[src/rtl/key_pkg.sv]
// key_pkg: key-gesture FSM encoding, default timing constants and counter sizing,
// shared by the decoder and the led_ctrl-side logic.
package key_pkg;

    localparam int unsigned LONG_CNT_DEF   = 50_000_000;
    localparam int unsigned GAP_CNT_DEF    = 12_500_000;
    localparam int unsigned REPEAT_CNT_DEF = 10_000_000;

    localparam logic [2:0] ST_IDLE   = 3'd0;
    localparam logic [2:0] ST_PRESS1 = 3'd1;
    localparam logic [2:0] ST_WAIT2  = 3'd2;
    localparam logic [2:0] ST_PRESS2 = 3'd3;
    localparam logic [2:0] ST_LONG   = 3'd4;

    typedef struct packed {
        logic short_p;
        logic double_p;
        logic long_p;
        logic repeat_p;
    } key_ev_t;

    // Width that holds (largest limit - 1); never narrower than one bit.
    function automatic int unsigned cnt_width(input int unsigned a, input int unsigned b,
                                              input int unsigned c);
        int unsigned m;
        m = (a > b) ? a : b;
        m = (m > c) ? m : c;
        return (m < 2) ? 1 : $clog2(m);
    endfunction

endpackage

[src/rtl/key_timer.sv]
// key_timer: shared state counter; saturates at limit so it never wraps, done flags terminal count.
module key_timer #(
    parameter int unsigned W = 8
) (
    input  logic         clk,
    input  logic         reset,
    input  logic         clr,
    input  logic [W-1:0] limit,
    output logic         done
);

    logic [W-1:0] cnt_q, cnt_d;

    assign done = (cnt_q == limit);

    always_comb cnt_d = clr ? '0 : (done ? cnt_q : cnt_q + W'(1));

    always_ff @(posedge clk) begin
        cnt_q <= reset ? '0 : cnt_d;
    end

endmodule

[src/rtl/key_press_decoder.sv]
// key_press_decoder: turns debounced key edges into short/double/long/repeat pulses
// using one FSM and a single counter cleared on every state change.
module key_press_decoder
    import key_pkg::*;
#(
    parameter int unsigned LONG_CNT   = LONG_CNT_DEF,
    parameter int unsigned GAP_CNT    = GAP_CNT_DEF,
    parameter int unsigned REPEAT_CNT = REPEAT_CNT_DEF
) (
    input  logic clk,
    input  logic reset,
    input  logic key_flag,
    input  logic key_state,
    output logic ev_short,
    output logic ev_double,
    output logic ev_long,
    output logic ev_repeat,
    output logic key_held
);

    localparam int unsigned W = cnt_width(LONG_CNT, GAP_CNT, REPEAT_CNT);

    logic [2:0]   state_q, state_d;
    key_ev_t      ev_q, ev_d;
    logic [W-1:0] limit;
    logic         done, clr, press, rel;

    assign press = key_flag && !key_state;
    assign rel   = key_flag && key_state;

    always_comb begin
        state_d = state_q;
        ev_d    = '0;
        case (state_q)
            ST_IDLE:   if (press) state_d = ST_PRESS1;
            ST_PRESS1: begin
                if (rel) state_d = ST_WAIT2;
                else if (done) begin
                    state_d     = ST_LONG;
                    ev_d.long_p = 1'b1;
                end
            end
            ST_WAIT2: begin
                if (press) state_d = ST_PRESS2;
                else if (done) begin
                    state_d      = ST_IDLE;
                    ev_d.short_p = 1'b1;
                end
            end
            ST_PRESS2: begin
                if (rel) begin
                    state_d       = ST_IDLE;
                    ev_d.double_p = 1'b1;
                end else if (done) begin
                    state_d     = ST_LONG;
                    ev_d.long_p = 1'b1;
                end
            end
            ST_LONG: begin
                if (rel) state_d = ST_IDLE;
                else if (done) ev_d.repeat_p = 1'b1;
            end
            default: state_d = ST_IDLE;
        endcase
    end

    always_comb begin
        limit = (state_q == ST_WAIT2) ? W'(GAP_CNT - 1) :
                (state_q == ST_LONG)  ? W'(REPEAT_CNT - 1) :
                (state_q == ST_IDLE)  ? '0 : W'(LONG_CNT - 1);
    end

    // LONG restarts the count after each repeat tick to keep the period fixed.
    assign clr = (state_d != state_q) || ((state_q == ST_LONG) && done);

    key_timer #(.W(W)) u_timer (
        .clk   (clk),
        .reset (reset),
        .clr   (clr),
        .limit (limit),
        .done  (done)
    );

    always_ff @(posedge clk) begin
        if (reset) begin
            state_q <= ST_IDLE;
            ev_q    <= '0;
        end else begin
            state_q <= state_d;
            ev_q    <= ev_d;
        end
    end

    assign ev_short  = ev_q.short_p;
    assign ev_double = ev_q.double_p;
    assign ev_long   = ev_q.long_p;
    assign ev_repeat = ev_q.repeat_p;
    assign key_held  = (state_q == ST_PRESS1) || (state_q == ST_PRESS2) || (state_q == ST_LONG);

endmodule

[config.mk]
export PLATFORM = sky130hd
export DESIGN_NAME = key_press_decoder
export DESIGN_NICKNAME = d
export VERILOG_FILES = /design/src/rtl/key_pkg.sv /design/src/rtl/key_timer.sv /design/src/rtl/key_press_decoder.sv
export SDC_FILE = /design/constraint.sdc
export NUM_CORES = 1
export LEC_CHECK = 0
export BUFFER_PORTS_ARGS = -buffer_cell sky130_fd_sc_hd__buf_2
export CORE_MARGIN = 5
export CORE_UTILIZATION = 54
export CTS_CLUSTER_SIZE = 10
export DETAILED_ROUTE_END_ITERATION = 7
export PLACE_DENSITY = 0.72
export SLEW_MARGIN = 20
export SYNTH_ARGS = -nofsm -noshare
export SYNTH_HDL_FRONTEND = slang
export SYNTH_SLANG_ARGS = --single-unit
[constraint.sdc]
create_clock -name clk -period 2.71 [get_ports clk]
set_input_delay 0.1355 -clock clk [delete_from_list [all_inputs] [get_ports clk]]
set_output_delay 0.1355 -clock clk [all_outputs]
set_load 0.01 [all_outputs]
==> metrics.txt, run 1 <==
clock latency on the worst-skew pair 340 ps; kind of cell adding the most delay to the critical path compound AO/OA/AOI/OAI gates; primary flip-flop cell chosen by synthesis mapping dfxtp_1; worst-case clock buffer depth 2; height of the chip 66.1 um; fraction of registers with async set/reset 0%; area added between synthesis and finish 7.82%; Ports 9; Reg power frac a little under three fifths; GRT Total Usage approximately a fifth; capture instance of the worst register-to-register path state_q[1]; clock tree from TritonCTS yes; gate count of the mapped netlist 200; Resize count post-CTS 0; shortest period the worst path allows 2300 ps; # DRC 0; core footprint 0.00303 mm2; Clk pwr share 29.8%; arrival time worst endpoint 2510 ps; unrepaired setup endpoints after global routing no; Hold EP ev_short; transition time at the pin with the least slew margin 608 ps; cells on worst reg2reg path 7; CTS HTree Levels 2; number of buffer and inverter stages on the critical path 1; Die W 66.1 um; total routed wirelength roughly 3600 um; switching share of total power 28.5%; root buf cell clkbuf_4; antenna cells 0; Hold WC Path Type in -> reg; Placement Rows 20; Max Cap Viol 0; hold violation count in the final report 0; hold path start reset; type of element launching the critical path register; critical path type reg -> reg; Overflow after GRT 0; Post-synth EDFFs 0; 1st-pass router iterations 4; maximum vdd drop 273 uV; delay of the slowest critical-path stage ~540 ps; average instance area after synthesis 8.48 um2; total of warnings raised by yosys 0; number of clock sinks 33; # Post-CTS Setup Buffers 0; ordered cell list for the critical path or4_1, o31ai_1, o2111a_2, nand4_4, buf_4, o21ai_0, o41ai_1; number of buffers inserted during clock tree synthesis 5; Filler cells 287; area leader, netlist dfxtp_1; pins over their slew limit 0; P_int approximately 0.00064 W; total of flip-flops plus latches after synthesis 33; maximum number of pins on one net before global-route repair 20; flop2flop setup slack 410 ps; highest clock rate between 0.4 and 0.5 GHz; Post-Place Setup Slack 448 ps; area taken by flip-flops and latches 661 um2; run status finished clean; Seq/Total Area, Yosys 38.9%; slowest stage cell, crit path or4_1; clock skew 3.62 ps; Worst EP required 2920 ps; Unique masters post-synth 45; wire length of the first global-routing pass ~6300 um; initial cell density of the core 56.0%; area occupied by multi-input gates roughly 1000 um2; switching power 0.000256 W; routed via count divided by cell count 5.91; fraction of synthesized cell area taken by the top area cell type 38.9%; nets@finish 216; post-route clock period utilization 84.8%; number of global-route vias before repair 1,374; layout cells sized above 1 roughly an eighth; Antenna Violating Nets Remaining 0; input/output buffers 8; combinational share of power 13.4%; Final setup violation count 0; syn nets 205; clock-pin transition on the worst setup and hold timing paths 100 ps; DR iter-0 viols between 100 and 150; power density over the cells approximately 490 mW/mm2; static leakage power ~0.65 nW; Critical Path Sink Type register; overall die area between 0.004 and 0.005 mm2; cts-stage hold buffer count 0; mapped cell area 0.00170 mm2; launch point of the worst reg-to-reg path state_q[0]; Relative slew margins 59.1%; Finished Cell Area 0.00183 mm2; placed cell areas 0.00178 mm2; Final Wtd Congestion 0.912; Worst Hold Path Cells 2; post-route setup slack 412 ps; Routed wire per std cell 14.0 um; maximum fanout along the worst path 15; setup TNS 0 ps; DP Wirelength 2530 um; number of vias in the routed layout 1,512; Synth area leaders dfxtp_1, xor2_1, nor2_1; antenna violations before repair 0
## power groups by stage
| stage | clock network (W) | logic (W) | registers (W) |
|---|---|---|---|
| 6_report | 0.000268 | 0.000121 | 0.000510 |
| 5_1_grt | 0.000299 | 0.000134 | 0.000513 |
| 4_1_cts | 0.000275 | 0.000120 | 0.000509 |
| 3_5_place_dp | 0 | 0.000120 | 0.000521 |
| 3_3_place_gp | 0 | 0.000118 | 0.000520 |
| 2_1_floorplan | 0 | 0.0000981 | 0.000513 |
## cell usage after synthesis, drive strengths merged (4+ instances only)
library cell and number:
a21oi 4, and3 6, clkbuf 4, dfxtp 33, nand2 17, nand3 14
nand4 9, nor2 27, nor3 7, nor4 4, o21ai 8, o31ai 5
or4 4, xor2 15
## cell families after synthesis
family / Yosys count / synth area share (%)
muxes: 2 / 1.18
and+or+nand+nor: 107 / 34.1
adders and majority gates: 1 / 0.737
buffers and inverters: 8 / 2.36
xor gates and xnor gates: 18 / 9.29
AOI/OAI and AO/OA: 31 / 13.4
DFF: 33 / 38.9
## state kept, by name, indices dropped and copies added (netlist names)
| name | cells |
|---|---|
| state_q | 3 |
| ev_repeat | 1 |
| ev_long | 1 |
| ev_double | 1 |
| u_timer.cnt_q | 26 |
| ev_short | 1 |
## through the flow
step	std cells	util, %	hold slack (ps)	power (W)
CTS	256	60.4	31.7	0.000905
global placement	248	58.7	395	0.000638
floorplan	200	-	207	0.000611
finish	256	60.4	42.1	0.000898
global route	256	60.4	29.5	0.000946
detailed placement	248	58.7	394	0.000640
## routing by layer
| metal | vias up | wire length (um) | GRT usage [%] |
|---|---|---|---|
| met2 | 37 | 1630 | 29.3 |
| met1 | 712 | 1710 | 23.9 |
| met4 | 0 | 66 | 8.12 |
| met3 | 7 | 175 | 4.93 |
| li1 | 756 | - | - |
| met5 | - | 0 | 0 |
## cells in the final DEF, fill, tap and decap left out, types with 6 or more instances in the layout
| cell | n |
|---|---|
| buf_2 | 8 |
| o21ai_0 | 7 |
| and3_1 | 6 |
| xor2_1 | 15 |
| nand2_1 | 17 |
| nor2_1 | 27 |
| nand4_1 | 8 |
| dfxtp_1 | 33 |
| nor3_1 | 7 |
| nand3_1 | 14 |
## worst max-delay path by stage
stage                            startpoint  slack (ps)                end  cells past startpoint
final                            state_q[0]         410         state_q[1]                      7
after global routing             state_q[0]         270         state_q[1]                      7
after CTS                        state_q[0]         420         state_q[1]                      7
after detailed placement         state_q[0]         450         state_q[1]                      7
after global placement           state_q[0]         520   u_timer.cnt_q[0]                      7
after floorplan           u_timer.cnt_q[13]         680  u_timer.cnt_q[10]                      7
## cell type report
cell class | count | share of cell area, %
Multi-Input combinational cell | 159 | 54.4
Sequential cell | 33 | 36.1
Timing Repair Buffer | 11 | 3.42
Tap cell | 44 | 3.01
Clock buffer | 6 | 2.26
Clock inverter | 2 | 0.547
Inverter | 1 | 0.205
Power figures use the tool's default switching activity.
==> run 2, diff against run 1 <==
- clock period: 2.71 -> 2.2 ns (I/O delays scaled with it)
==> run 2 against run 1 <==
  * Critical path depth is the same
  * Clock skew grew 6.3 ps
  * Utilization grew 3.3 points
  * Total power grew 31%
  * Worst setup slack lost 390 ps
  * Die area is the same
  * Sequential power grew 22%
  * Routed wire length grew 2.9%
  * Largest cell class unchanged
  * Highest routed layer unchanged
==> metrics.txt, run 2 (synthesized netlist as in run 1, its figures left out) <==
highest clock rate 0.458 GHz; wire length of the first global-routing pass between 6000 and 7000 um; overall die area 0.00436 mm2; clock latency on the worst-skew pair 330 ps; Max Cap Viol 0; Critical Path Sink Type register; number of buffer and inverter stages on the critical path 1; transition time at the pin with the least slew margin 514 ps; slowest stage cell, crit path or4_1; launch point of the worst reg-to-reg path u_timer.cnt_q[17]; run status finished clean; setup TNS 0 ps; Overflow after GRT 0; clock tree from TritonCTS yes; Hold EP ev_short; root buf cell clkbuf_4; Finished Core Util a little under two thirds; hold violation count in the final report 0; Ports 9; initial cell density of the core 56.0%; worst-case clock buffer depth 2; maximum number of pins on one net before global-route repair 20; Placement Rows 20; Hold WC Path Type in -> reg; capture instance of the worst register-to-register path state_q[1]; top flop regs u_timer.cnt_q x26, state_q x3; pins over their slew limit 0; maximum fanout along the worst path 14; area occupied by multi-input gates 0.00101 mm2; area taken by flip-flops and latches about 660 um2; unrepaired setup endpoints after global routing yes; hold path start reset; Relative slew margins 65.5%; number of global-route vias before repair 1,375; ordered cell list for the critical path or4_1, o31ai_2, o2111a_2, nand4_4, buf_4, o21ai_0, o41ai_1; met2 layer usage reported by global route 28.4%; layout cells sized above 1 between 10% and 20%; Routed wire per std cell roughly 14 um; most frequent cells in the layout dfxtp_1, nor2_1, nand2_1, xor2_1, nand3_1; core footprint 0.00303 mm2; Antenna Violating Nets Remaining 0; input/output buffers 8; critical path type reg -> reg; global routing usage on met1 24.8%; Final setup violation count 0; Post-Place Setup Slack approximately 56 ps; power density over the cells 612 mW/mm2; clock-pin transition on the worst setup and hold timing paths 100 ps; antenna violations before repair 0; delay of the slowest critical-path stage 560 ps; routed via count divided by cell count 5.89; cts-stage hold buffer count 0; antenna cells 0; Die W 66.1 um; arrival time worst endpoint 2410 ps; kind of cell adding the most delay to the critical path compound AO/OA/AOI/OAI gates; Worst EP required 2420 ps; DP Wirelength roughly 2600 um; post-route clock period utilization 99.2%; type of element launching the critical path register; Filler cells between 200 and 300; Final Wtd Congestion 0.848; most congested layer reported by global routing met2; register ranked first by flip-flop count u_timer.cnt_q; Worst Hold Path Cells 2; Global Route met3 Usage 4.08%; Finished Cell Area 0.00193 mm2; flop2flop setup slack 20 ps; CTS HTree Levels 2; cells on worst reg2reg path 7; clock skew a little under 10 ps; leading cell type in the layout, fill and taps excluded dfxtp_1; maximum vdd drop roughly 340 uV; area added between synthesis and finish 13.6%; static leakage power 0.703 nW; shortest period the worst path allows 2180 ps; number of flip-flops under the largest register name 26; # DRC 0; GRT Total Usage a little under a fifth; number of clock sinks 33; number of buffers inserted during clock tree synthesis 5; height of the chip 66.1 um; post-route setup slack 17.1 ps; number of vias in the routed layout 1,549; nets@finish 223; placed cell areas 0.00184 mm2; DR iter-0 viols 126; total routed wirelength 3680 um; 1st-pass router iterations 4
==> run 2: cell types whose count changed in the layout (fill, tap and decap cells not counted), sizes merged <==
cell	previous run	this run
clkinv	2	1
buf	11	18
clkbuf	6	7
==> run 2: worst reg2reg max path: cells and delay by family (launching register included) <==
kind	cells	cell delay, ps
AO/OA/AOI/OAI	4	810
AND/OR/NAND/NOR	2	680
flip-flops	1	360
buffers and inverters	1	210
==> run 2: worst max path at each step <==
stage                 startpoint  cells after the start                 to
6_report       u_timer.cnt_q[17]                      7         state_q[1]
5_1_grt        u_timer.cnt_q[17]                      7   u_timer.cnt_q[2]
4_1_cts               state_q[2]                      7         state_q[1]
3_5_place_dp          state_q[2]                      7         state_q[1]
3_3_place_gp          state_q[0]                      7   u_timer.cnt_q[2]
2_1_floorplan  u_timer.cnt_q[13]                      7  u_timer.cnt_q[10]
==> run 2: layout make-up <==
cell class | count | share of cell area [%]
flip-flops and latches | 33 | 34.4
multi-input cells | 159 | 52.3
clock buffers | 7 | 3.37
well taps | 44 | 2.86
clock inverters | 1 | 0.260
repair buffers | 18 | 6.62
inverters | 1 | 0.195
==> run 2: metrics by stage <==
step                      hold slack, ps  power, W  instances
after floorplan                      181  0.000752        200
after global placement               365  0.000799        255
after detailed placement             374  0.000803        255
after CTS                           17.1   0.00118        263
after global routing                25.6   0.00124        263
final                               23.0   0.00118        263
==> run 2: power by group <==
part           leakage (nW)  internal (W)  switching, W  total [W]
combinational         0.395     0.0000742     0.0000969   0.000171
clock                0.0413      0.000185      0.000199   0.000384
sequential            0.267      0.000608     0.0000163   0.000624
total                 0.703      0.000867      0.000312    0.00118
==> run 2: repair_timing <==
action	CTS	global route
gates resized for setup	0	4
endpoints found under the setup margin	0	26
hold endpoints to repair	0	0
setup buffers	0	0
==> run 2: layer usage <==
layer | share of wire (%) | wire length (um)
met3 | 7.2 | 266
met5 | 0 | 0
met2 | 46 | 1700
met1 | 45 | 1670
met4 | 1.0 | 38
